`src/rtl/lbm_frame_scheduler.sv`:
```
`default_nettype none
// ============================================================================
// Module      : lbm_frame_scheduler
// Description : Hands the shared BRAM port back and forth between the LBM
//               solver and the stream readout, one iteration at a time.
//               Optional decimation is enabled with the macro FRAME_DECIM_EN.
// Revision    : 1.0 - initial release
// ============================================================================
module lbm_frame_scheduler #(
  parameter int ADDRESS_WIDTH = 12,
  parameter int ITER_WIDTH    = 16,
  parameter int DECIM         = 4
) (
  input  logic                     m00_axis_aclk,
  input  logic                     m00_axis_aresetn,
  input  logic                     run,
  input  logic [ITER_WIDTH-1:0]    num_iters,
  input  logic                     stop,
  output logic                     solver_start,
  input  logic                     solver_done,
  input  logic [ADDRESS_WIDTH-1:0] solver_addr,
  input  logic                     solver_we,
  input  logic [ADDRESS_WIDTH-1:0] rd_addr,
  output logic [ADDRESS_WIDTH-1:0] bram_addr,
  output logic                     bram_we,
  output logic                     chunk_transfer_ready,
  output logic                     frame_ready,
  input  logic                     s_tvalid,
  input  logic                     s_tready,
  input  logic                     s_tlast,
  output logic                     busy,
  output logic [ITER_WIDTH-1:0]    iter_count,
  output logic [15:0]              frames_sent,
  output logic                     err
);

`ifdef FRAME_DECIM_EN
  localparam logic c_decim_en = 1'b1;
`else
  localparam logic c_decim_en = 1'b0;
`endif
  localparam logic [ITER_WIDTH-1:0] c_decim = ITER_WIDTH'(DECIM);

  typedef enum logic [1:0] {
    S_IDLE  = 2'd0,
    S_START = 2'd1,
    S_SOLVE = 2'd2,
    S_DRAIN = 2'd3
  } state_t;

  state_t                  r_state;
  state_t                  w_state_next;
  logic [ITER_WIDTH-1:0]   r_limit;
  logic                    r_stop_pend;

  logic                    w_run_ok;
  logic                    w_done_ok;
  logic                    w_tlast_beat;
  logic                    w_last_ok;
  logic                    w_stop_eff;
  logic                    w_stream;
  logic                    w_err_evt;
  logic [ITER_WIDTH-1:0]   w_iter_inc;

  assign w_run_ok     = run && (num_iters != '0) && (r_state == S_IDLE);
  assign w_done_ok    = solver_done && (r_state == S_SOLVE);
  assign w_tlast_beat = s_tvalid && s_tready && s_tlast;
  assign w_last_ok    = w_tlast_beat && (r_state == S_DRAIN);
  assign w_iter_inc   = iter_count + ITER_WIDTH'(1);
  // A stop arriving together with the boundary event still counts for that boundary.
  assign w_stop_eff   = r_stop_pend || stop;

  assign w_stream = !c_decim_en
                 || ((w_iter_inc % c_decim) == '0)
                 || (w_iter_inc == r_limit)
                 || w_stop_eff;

  assign w_err_evt = (solver_done && (r_state != S_SOLVE))
                  || (solver_we && !chunk_transfer_ready)
                  || (w_tlast_beat && (r_state != S_DRAIN));

  assign bram_addr = chunk_transfer_ready ? solver_addr : rd_addr;
  assign bram_we   = solver_we && chunk_transfer_ready;

  always_comb begin
    w_state_next = r_state;
    case (r_state)
      S_IDLE:  if (w_run_ok) w_state_next = S_START;
      S_START: w_state_next = S_SOLVE;
      S_SOLVE: begin
        if (w_done_ok) begin
          if (w_stream)
            w_state_next = S_DRAIN;
          else if ((w_iter_inc < r_limit) && !w_stop_eff)
            w_state_next = S_START;
          else
            w_state_next = S_IDLE;
        end
      end
      S_DRAIN: begin
        if (w_last_ok) begin
          if ((iter_count < r_limit) && !w_stop_eff)
            w_state_next = S_START;
          else
            w_state_next = S_IDLE;
        end
      end
      default: w_state_next = S_IDLE;
    endcase
  end

  // Outputs are registered from the next state so they line up with r_state.
  always_ff @(posedge m00_axis_aclk or negedge m00_axis_aresetn) begin
    if (!m00_axis_aresetn) begin
      r_state              <= S_IDLE;
      r_limit              <= '0;
      r_stop_pend          <= 1'b0;
      iter_count           <= '0;
      frames_sent          <= '0;
      err                  <= 1'b0;
      solver_start         <= 1'b0;
      chunk_transfer_ready <= 1'b0;
      frame_ready          <= 1'b0;
      busy                 <= 1'b0;
    end else begin
      r_state              <= w_state_next;
      solver_start         <= (w_state_next == S_START);
      chunk_transfer_ready <= (w_state_next == S_START) || (w_state_next == S_SOLVE);
      frame_ready          <= (w_state_next == S_DRAIN);
      busy                 <= (w_state_next != S_IDLE);

      if (r_state == S_IDLE)
        r_stop_pend <= 1'b0;
      else if (stop)
        r_stop_pend <= 1'b1;

      if (w_run_ok) begin
        r_limit    <= num_iters;
        iter_count <= '0;
      end else if (w_done_ok) begin
        iter_count <= w_iter_inc;
      end

      if (w_last_ok)
        frames_sent <= frames_sent + 16'd1;

      err <= (err && !w_run_ok) || w_err_evt;
    end
  end

endmodule
`default_nettype wire

```
`config.mk`:
```
export PLATFORM = sky130hd
export DESIGN_NAME = lbm_frame_scheduler
export DESIGN_NICKNAME = d
export VERILOG_FILES = /design/src/rtl/lbm_frame_scheduler.sv
export SDC_FILE = /design/constraint.sdc
export NUM_CORES = 1
export LEC_CHECK = 0
export BUFFER_PORTS_ARGS = -buffer_cell sky130_fd_sc_hd__buf_4
export CAP_MARGIN = 30
export CORE_UTILIZATION = 50
export CTS_BUF_LIST = sky130_fd_sc_hd__clkbuf_16
export DETAILED_ROUTE_END_ITERATION = 10
export PLACE_DENSITY = 0.78
export SLEW_MARGIN = 20
export SYNTH_ARGS = -nofsm -noshare
export SYNTH_HDL_FRONTEND = slang
export SYNTH_SLANG_ARGS = --single-unit
export TNS_END_PERCENT = 5
```
`constraint.sdc`:
```
create_clock -name m00_axis_aclk -period 1.9 [get_ports m00_axis_aclk]
set_input_delay 0.095 -clock m00_axis_aclk [delete_from_list [all_inputs] [get_ports m00_axis_aclk]]
set_output_delay 0.095 -clock m00_axis_aclk [all_outputs]
set_load 0.1 [all_outputs]
```
======== Word-level counts from Yosys, hierarchy flattened ========
Index checks and enable logic that the tools add are counted.
word-level totals
  flip-flop bits (word level) ............. 56
  bits of input ports ..................... 49
operators by class
  $add $sub $neg .......................... 2
  reductions and logical operators ........ 25
  mux-type cells .......................... 10
  eq/ne operators ......................... 8
  $lt $le $gt $ge ......................... 1
operators with widths
  cell                     count
  $add A16 B1 Y16 const B  2
  $mux W16                 2
  $lt A16 B16 Y1           1
  $reduce_bool A16 Y1      1
  $logic_and A1 B1 Y1      12
  $mux W12                 1
  $eq A2 B2 Y1 const B     4
  $pmux W2 S4              1
  $mux W2                  3
  $reduce_bool A2 Y1       3
  $logic_or A1 B1 Y1       5
  $eq A2 B1 Y1 const B     2
  $ne A2 B2 Y1 const B     2
  $logic_not A1 Y1         3
  $mux W1                  3
  $logic_not A2 Y1         1

======== Longest topological paths before layout ========
Gate-level depths: netlist of the first run.
  depth after elaboration ................. 8
  depth in mapped cells ................... 8

======== Worst setup path before layout of the first run ========
Ideal clock, no wire load.
  path kind ............................... register to register
  start ................................... register iter_count[9]
  end ..................................... register chunk_transfer_ready
  stages on the path, launching flop included .. 7
  required time ........................... 1774 ps
  path slack .............................. -430 ps
  period minus slack after synthesis ...... 2330 ps
  arrival time ............................ 2204 ps
  cells stage by stage .................... dfrtp_1 -> ha_1 -> a21oi_1 -> o21ai_0 -> a211oi_2 -> o22ai_1 -> ha_1
on the way
  word-level cells in the longest chain between the ends .. 7
  elaborated cells on any way between the ends .. 8
  those cells by class .................... order compare: 1; eq/ne: 2; mux: 3; reduce/logical: 2
ends and longest elaborated chain
  item                                                 RTL line  text
  start, declared                                      32        output logic [ITER_WIDTH-1:0] iter_count,
  start signal, assigned                               141       iter_count <= w_iter_inc;
  $lt A16 B16 Y1 (*)                                   102       if ((iter_count < r_limit) && !w_stop_eff)
  $logic_and A1 B1 Y1 (*)                              102
  $mux W1 (*)                                          102
  $mux W2 (*)                                          101       if (w_last_ok) begin
  $pmux W2 S4 (*)                                      87        case (r_state)
  $eq A2 B1 Y1 / $eq A2 B2 Y1 (equally long branches)  128       chunk_transfer_ready <= (w_state_next == S_START) || (w_state_next == S_SOLVE);
  $logic_or A1 B1 Y1 (*)                               128
  end signal, assigned                                 128
  end, declared                                        26        output logic chunk_transfer_ready,
Mark *: on every way between the ends. The rest lies on a longest branch, timed or not.
A chain may end at the register's enable or synchronous reset.

======== Final worst setup path of the first run ========
  start ................................... register iter_count[1]
  end ..................................... register chunk_transfer_ready
Same word-level chain as after synthesis.

==> results of run 1 <==
## stage by stage
step           std cells  utilization, %  setup TNS (ps)  worst slack [ps]
3_5_place_dp         466            68.2            -111             -57.4
2_1_floorplan        281               -            -882              -148
3_3_place_gp         466            68.2               0              8.81
4_1_cts              475            71.6           -21.3             -21.3
5_1_grt              476            71.8            -114             -54.0
6_report             476            71.8               0              13.0
## layout make-up
| type | instances | area (µm²) |
|---|---|---|
| fillers | 446 | 1700 |
| multi-input cells | 197 | 1670 |
| inverters | 23 | 86.3 |
| clock inverters | 3 | 42.5 |
| repair buffers | 117 | 881 |
| flip-flops and latches | 56 | 1430 |
| well taps | 75 | 93.8 |
| clock buffers | 5 | 125 |
## synth_stat cells (2+ instances only)
library cell  count  share of area, %
inv_1            23               2.7
nor4_4            2               1.3
and4_1            4               1.1
nor4_1            7               1.4
nor3_2            2              0.63
nor3_1            5              0.79
and2_1            3              0.59
o211ai_1          2              0.47
and3_1            4              0.79
mux2i_1           3              0.94
nor4_2            2              0.79
dfrtp_1          56                44
nand4_1           8               1.6
xor2_1            7               1.9
mux2_2           14               5.0
buf_6             4               1.4
ha_1             20               7.9
xnor2_1          20               5.5
nand3_1           8               1.3
or2_2             2              0.39
nor2_1           18               2.1
o21ai_0           6              0.94
nand2_1          16               1.9
nand2_2           2              0.39
o21bai_1          2              0.47
mux2_4           15               7.1
a21oi_1           7               1.1
## per-layer routing
metal / part of all wire [%] / vias to the layer above / GRT usage, %
met5: 0 / - / 0
met4: 0.94 / 0 / 5.96
met3: 4.8 / 4 / 4.22
met2: 48 / 83 / 37.4
met1: 47 / 1217 / 31.1
li1: - / 1235 / -
## registers in the layout (all words and copies together) (netlist names)
name and cells:
frames_sent 16, iter_count 16, busy 1, frame_ready 1, r_state 2, r_stop_pend 1
chunk_transfer_ready 1, solver_start 1, r_limit 16, err 1
## cell families after synthesis
| kind of cell | after synthesis | synth area share (%) |
|---|---|---|
| AO/OA/AOI/OAI | 26 | 5.51 |
| XOR/XNOR | 27 | 7.44 |
| adder cells (fa/ha/maj) | 20 | 7.87 |
| buffers and inverters | 29 | 4.49 |
| flip-flops | 56 | 44.1 |
| multiplexers | 32 | 13.0 |
| AND/OR/NAND/NOR | 91 | 17.6 |
## worst max-delay path by stage
| stage | startpoint | to | slack (ps) |
|---|---|---|---|
| final | iter_count[1] | chunk_transfer_ready | 10 |
| after floorplan | iter_count[15] | chunk_transfer_ready | -150 |
| after global routing | iter_count[1] | chunk_transfer_ready | -50 |
| after global placement | iter_count[15] | chunk_transfer_ready | 9 |
| after CTS | iter_count[15] | chunk_transfer_ready | -20 |
| after detailed placement | iter_count[15] | chunk_transfer_ready | -60 |
## power by group
part	internal [mW]	switching (mW)	total, mW	leakage (nW)
Clock	0.621	0.431	1.05	0.0798
Combinational	0.995	2.22	3.21	1.33
Sequential	1.49	0.283	1.77	0.694
Total	3.11	2.93	6.04	2.11
## worst min-delay path, stage by stage
cell	delay (ps)
buf_4	90
nor2_1	30
nor2_1	70
## layout by cell type, fill, tap and decap left out, drive strengths merged, types with 2 or more instances in the layout
master  instances
buf           116
dfrtp          56
mux2           29
inv            23
nor2           21
xnor2          20
ha             20
nand2          18
nor4           11
nand4           9
nand3           8
a21oi           7
xor2            7
nor3            7
o21ai           6
clkbuf          5
and4            4
and3            4
mux2i           3
and2            3
or2             2
o211ai          2
o21bai          2
## timing repair
| action | 4_1_cts | 5_1_grt |
|---|---|---|
| pin swaps | 5 | 3 |
| resized for setup | 4 | 2 |
| hold buffers | 1 | 0 |
| setup endpoints to repair | 3 | 26 |
| endpoints found under the hold margin | 56 | 0 |
| cloned | 0 | 1 |
==> flow_summary_export.csv, run 1 <==
group,metric,value,unit
run_status,status,"finished clean",
drt,drc,0,
synthesis,synth_cells,281,
floorplan,fp.dieH,81.7,µm
drt,first_pass_iters,4,
worst_setup_path,r2r_cells,5,
power,power.leakage,2.11,nW
power,p_per_area,1400,nW/µm²
synthesis,yosys_warnings,0,
clock_network,cts_tree,"done",
clock_network,h-tree-depth,2,
clock_network,cts_buffers,5,
worst_setup_path,cpPeakStageDelay,440,ps
worst_setup_path,reg2reg_to,"chunk_transfer_ready",
clock_network,clkLatencyLatePin,290,ps
global_routing,grt_pass1_vias,2462,
worst_setup_path,endpoint_kind,"flop",
min_path,hold_path.class,"in -> reg",
floorplan,row_count,28,
final_layout,final_area,4320,µm²
worst_setup_path,r2r_start,"iter_count[1]",
worst_setup_path,cp_slowest_cell,"dfrtp_2",
floorplan,ios,99,
sta,maxSlewHeadroom,53.2,%
final_layout,drive_above_1_share,47.6,%
synthesis,synth_area,3180,µm²
sta,fmax,530,MHz
drt,ant_nets,0,
sta,slew_viol_final,0,
min_path,min_from,"stop",
drt,drt-initial-drc-count,117,
drt,num_vias,2539,
sta,tightest_slew,702,ps
clock_network,clockBufferDepth,2,
power,peakVddDrop,0.00126,V
floorplan,die-area,6680,µm²
synthesis,synthesis.nets,350,
place,post-dp-hpwl,5410,µm
min_path,hold_depth,3,
worst_setup_path,worstPathMaxFanout,5,
synthesis,synth_flop_cell,"dfrtp_1",
sta,setup_violations,0,
synthesis,syn_area_per_cell,11.3,µm²
floorplan,fp.dieW,81.7,µm
sta,hold_ws,31.7,ps
worst_setup_path,crit_cells,5,
worst_setup_path,arrival,2060,ps
min_path,whs_endpoint,"r_stop_pend",
floorplan,coreArea,6030,µm²
worst_setup_path,worstSetupStartpointType,"flop",
global_routing,antenna_found_initial,0,
worst_setup_path,cp_cell_sequence,"ha_1 > a2111o_1 > a21oi_1 > o22ai_1 > ha_1",
sta,fin_crit_sh,99.3,%
final_layout,diodes,0,
synthesis,synth_edf_count,0,
sta,hold_viol_final,0,
worst_setup_path,path_common_cell,"ha_1",
power,power.total,6.04,mW
place,port_buffers,98,
floorplan,start_util,52.7,%
job,max_cap_violations,0,
synthesis,synth_cell_types,46,
sta,fin_worst_skew,3.23,ps
clock_network,cts_root_buffer,"clkbuf_16",
sta,timing.final.crit_period,1890,ps
drt,wire_per_inst,15.2,µm
global_routing,grt_pass1_wl,11500,µm
worst_setup_path,critical-path-top-delay-family,"compound AO/OA/AOI/OAI gates",
place,post_dp_cell_area,4110,µm²
synthesis,ys_ff_latch,56,
worst_setup_path,r2r_slack,10,ps
clock_network,postCtsSetupBuffers,0,
sta,grt_setup_unrepaired,"yes",
worst_setup_path,path_buf_inv,0,
synthesis,seq_area_frac_synth,44.1,%
global_routing,grt_usage,22.9,%
worst_setup_path,crit_type,"reg -> reg",
global_routing,overflow,0,
worst_setup_path,cp.required,2080,ps
final_layout,nets,469,
place,place_congestion,0.812,
clock_network,path_clk_slew,70,ps
global_routing,grt_max_degree,57,
drt,via_per_inst,5.33,
synthesis,async_flop_share,100,%
final_layout,area_growth,36.1,%
clock_network,cts_sinks,56,
drt,routed_wl,7230,µm
No activity file was read; power rests on OpenSTA's default activity.
==> inputs of run 2 (changes only) <==
CORE_ASPECT_RATIO = 1.25   (was unset)
TNS_END_PERCENT = 1   (was 5)
==> run 2 against run 1 <==
Effect of this change: highest routed layer unchanged; critical path type unchanged; combinational power increased by 2%; clock skew rose by 1.4 ps; register-to-register slack barely moved; sequential share of layout area increased by 0.19 points.
==> flow_summary_export.csv, run 2 (same netlist as run 1, synthesis figures left out) <==
group,metric,value,unit
global_routing,grt_pass1_vias,2546,
sta,grt_setup_unrepaired,"yes",
power,power.total,5.96,mW
floorplan,die-area,6680,µm²
clock_network,cts_tree,"done",
sta,fin_worst_skew,4.59,ps
floorplan,fp.dieH,91.1,µm
global_routing,grt_max_degree,57,
global_routing,grt_usage,22.8,%
floorplan,fp.dieW,73.3,µm
clock_network,path_clk_slew,70,ps
final_layout,mostFrequentLayoutCells,"buf_4 (112), dfrtp_1 (39), inv_1 (23)",
clock_network,clockBufferDepth,2,
clock_network,cts_sinks,56,
final_layout,final_common_cell,"buf_4",
sta,maxSlewHeadroom,53.3,%
final_layout,largestRegisters,"frames_sent: 16 flops, iter_count: 16 flops, r_limit: 16 flops",
floorplan,ios,99,
worst_setup_path,path_buf_inv,0,
drt,via_per_inst,5.21,
global_routing,overflow,0,
power,peakVddDrop,0.00139,V
job,max_cap_violations,0,
final_layout,diodes,0,
drt,wire_per_inst,14.9,µm
place,port_buffers,98,
worst_setup_path,endpoint_kind,"flop",
final_layout,area_growth,35.3,%
run_status,status,"finished clean",
worst_setup_path,cpPeakStageDelay,490,ps
place,post-dp-hpwl,5380,µm
floorplan,start_util,51.5,%
clock_network,cts_root_buffer,"clkbuf_16",
power,clockPowerShare,15.5,%
sta,setup_violations,0,
sta,hold_ws,38.4,ps
drt,drt-initial-drc-count,97,
global_routing,grt_pass1_wl,11900,µm
worst_setup_path,cp_slowest_cell,"dfrtp_4",
sta,fin_crit_sh,100,%
worst_setup_path,cp.required,2080,ps
place,place_congestion,0.765,
place,dp_cells,472,
sta,tightest_slew,700,ps
clock_network,postCtsSetupBuffers,0,
power,comb_power_share,54.7,%
final_layout,nets,465,
power,seqPwrFrac,29.8,%
sta,timing.final.crit_period,1900,ps
worst_setup_path,worstPathMaxFanout,2,
power,p_sw,2.97,mW
worst_setup_path,crit_type,"reg -> reg",
sta,slew_viol_final,0,
power,p_per_area,1390,nW/µm²
power,cell_internal_pwr,2.99,mW
power,power.leakage,2.08,nW
drt,ant_nets,0,
worst_setup_path,arrival,2080,ps
sta,hold_viol_final,0,
drt,routed_wl,7200,µm
sta,fmax,526,MHz
final_layout,drive_above_1_share,47.9,%
min_path,hold_path.class,"in -> reg",
worst_setup_path,cp_cell_sequence,"ha_4 > or4_4 > a211oi_4 > o22ai_2 > ha_1",
clock_network,clkLatencyLatePin,290,ps
worst_setup_path,critical-path-top-delay-family,"flip-flops",
final_layout,fin_cells,482,
drt,first_pass_iters,4,
floorplan,row_count,32,
power,power_switching_share,49.9,%
clock_network,h-tree-depth,2,
drt,num_vias,2512,
floorplan,coreArea,6170,µm²
drt,drc,0,
global_routing,antenna_found_initial,0,
clock_network,cts_buffers,5,
worst_setup_path,worstSetupStartpointType,"flop",
## run 2: changes by cell type in the layout (fill, tap and decap cells not counted), sizes merged
cell / previous run / this run
buf: 116 / 112
clkinvlp: 1 / 0
clkinv: 1 / 3
bufinv: 1 / 0
## run 2: cell type report
cell class | count | area [µm²]
Timing Repair Buffer | 113 | 851
Clock buffer | 5 | 125
Tap cell | 85 | 106
Fill cell | 510 | 1870
Sequential cell | 56 | 1430
Inverter | 23 | 86.3
Multi-Input combinational cell | 197 | 1690
Clock inverter | 3 | 18.8
## run 2: final timing paths
| kind | end | slack, ps | from | depth (start not counted) |
|---|---|---|---|---|
| setup reg to reg | chunk_transfer_ready | 0.4 | iter_count[15] | 5 |
| min in group asynchronous | iter_count[5] | 390 | m00_axis_aresetn | 2 |
| hold / removal | r_limit[2] | 40 | num_iters[2] | 2 |
| max in group asynchronous | iter_count[15] | 980 | m00_axis_aresetn | 2 |
| hold reg to reg | frames_sent[6] | 490 | frames_sent[6] | 1 |
| setup / recovery | chunk_transfer_ready | 0.4 | iter_count[15] | 5 |
## run 2: metal layers
metal	global-route usage (%)	routed length [µm]
met3	3.88	320
met1	27.5	3060
met5	0	0
met4	6.89	112
met2	40.7	3700
## run 2: metrics by stage
| stage | worst slack [ps] | util [%] | TNS [ps] | cell area [µm²] |
|---|---|---|---|---|
| 5_1_grt | -60.0 | 69.7 | -144 | 4300 |
| 6_report | 0.411 | 69.7 | 0 | 4300 |
| 3_3_place_gp | 14.8 | 66.4 | 0 | 4090 |
| 2_1_floorplan | -148 | - | -882 | 3200 |
| 3_5_place_dp | -21.4 | 66.4 | -40.0 | 4090 |
| 4_1_cts | -18.8 | 69.1 | -18.8 | 4260 |
## run 2: power groups by stage
| stage | Clock (mW) | Combinational (mW) | Sequential (mW) |
|---|---|---|---|
| floorplan | 0 | 1.59 | 2.64 |
| global placement | 0 | 3.11 | 1.78 |
| detailed placement | 0 | 3.18 | 1.80 |
| CTS | 0.932 | 3.21 | 1.78 |
| global route | 0.970 | 3.44 | 1.82 |
| finish | 0.921 | 3.26 | 1.78 |
## run 2: what timing repair did
action,CTS,global route
hold buffers,1,0
gates cloned,1,0
endpoints found under the hold margin,56,0
pin swaps,1,6
gates resized for setup,1,8
setup endpoints to repair,2,4
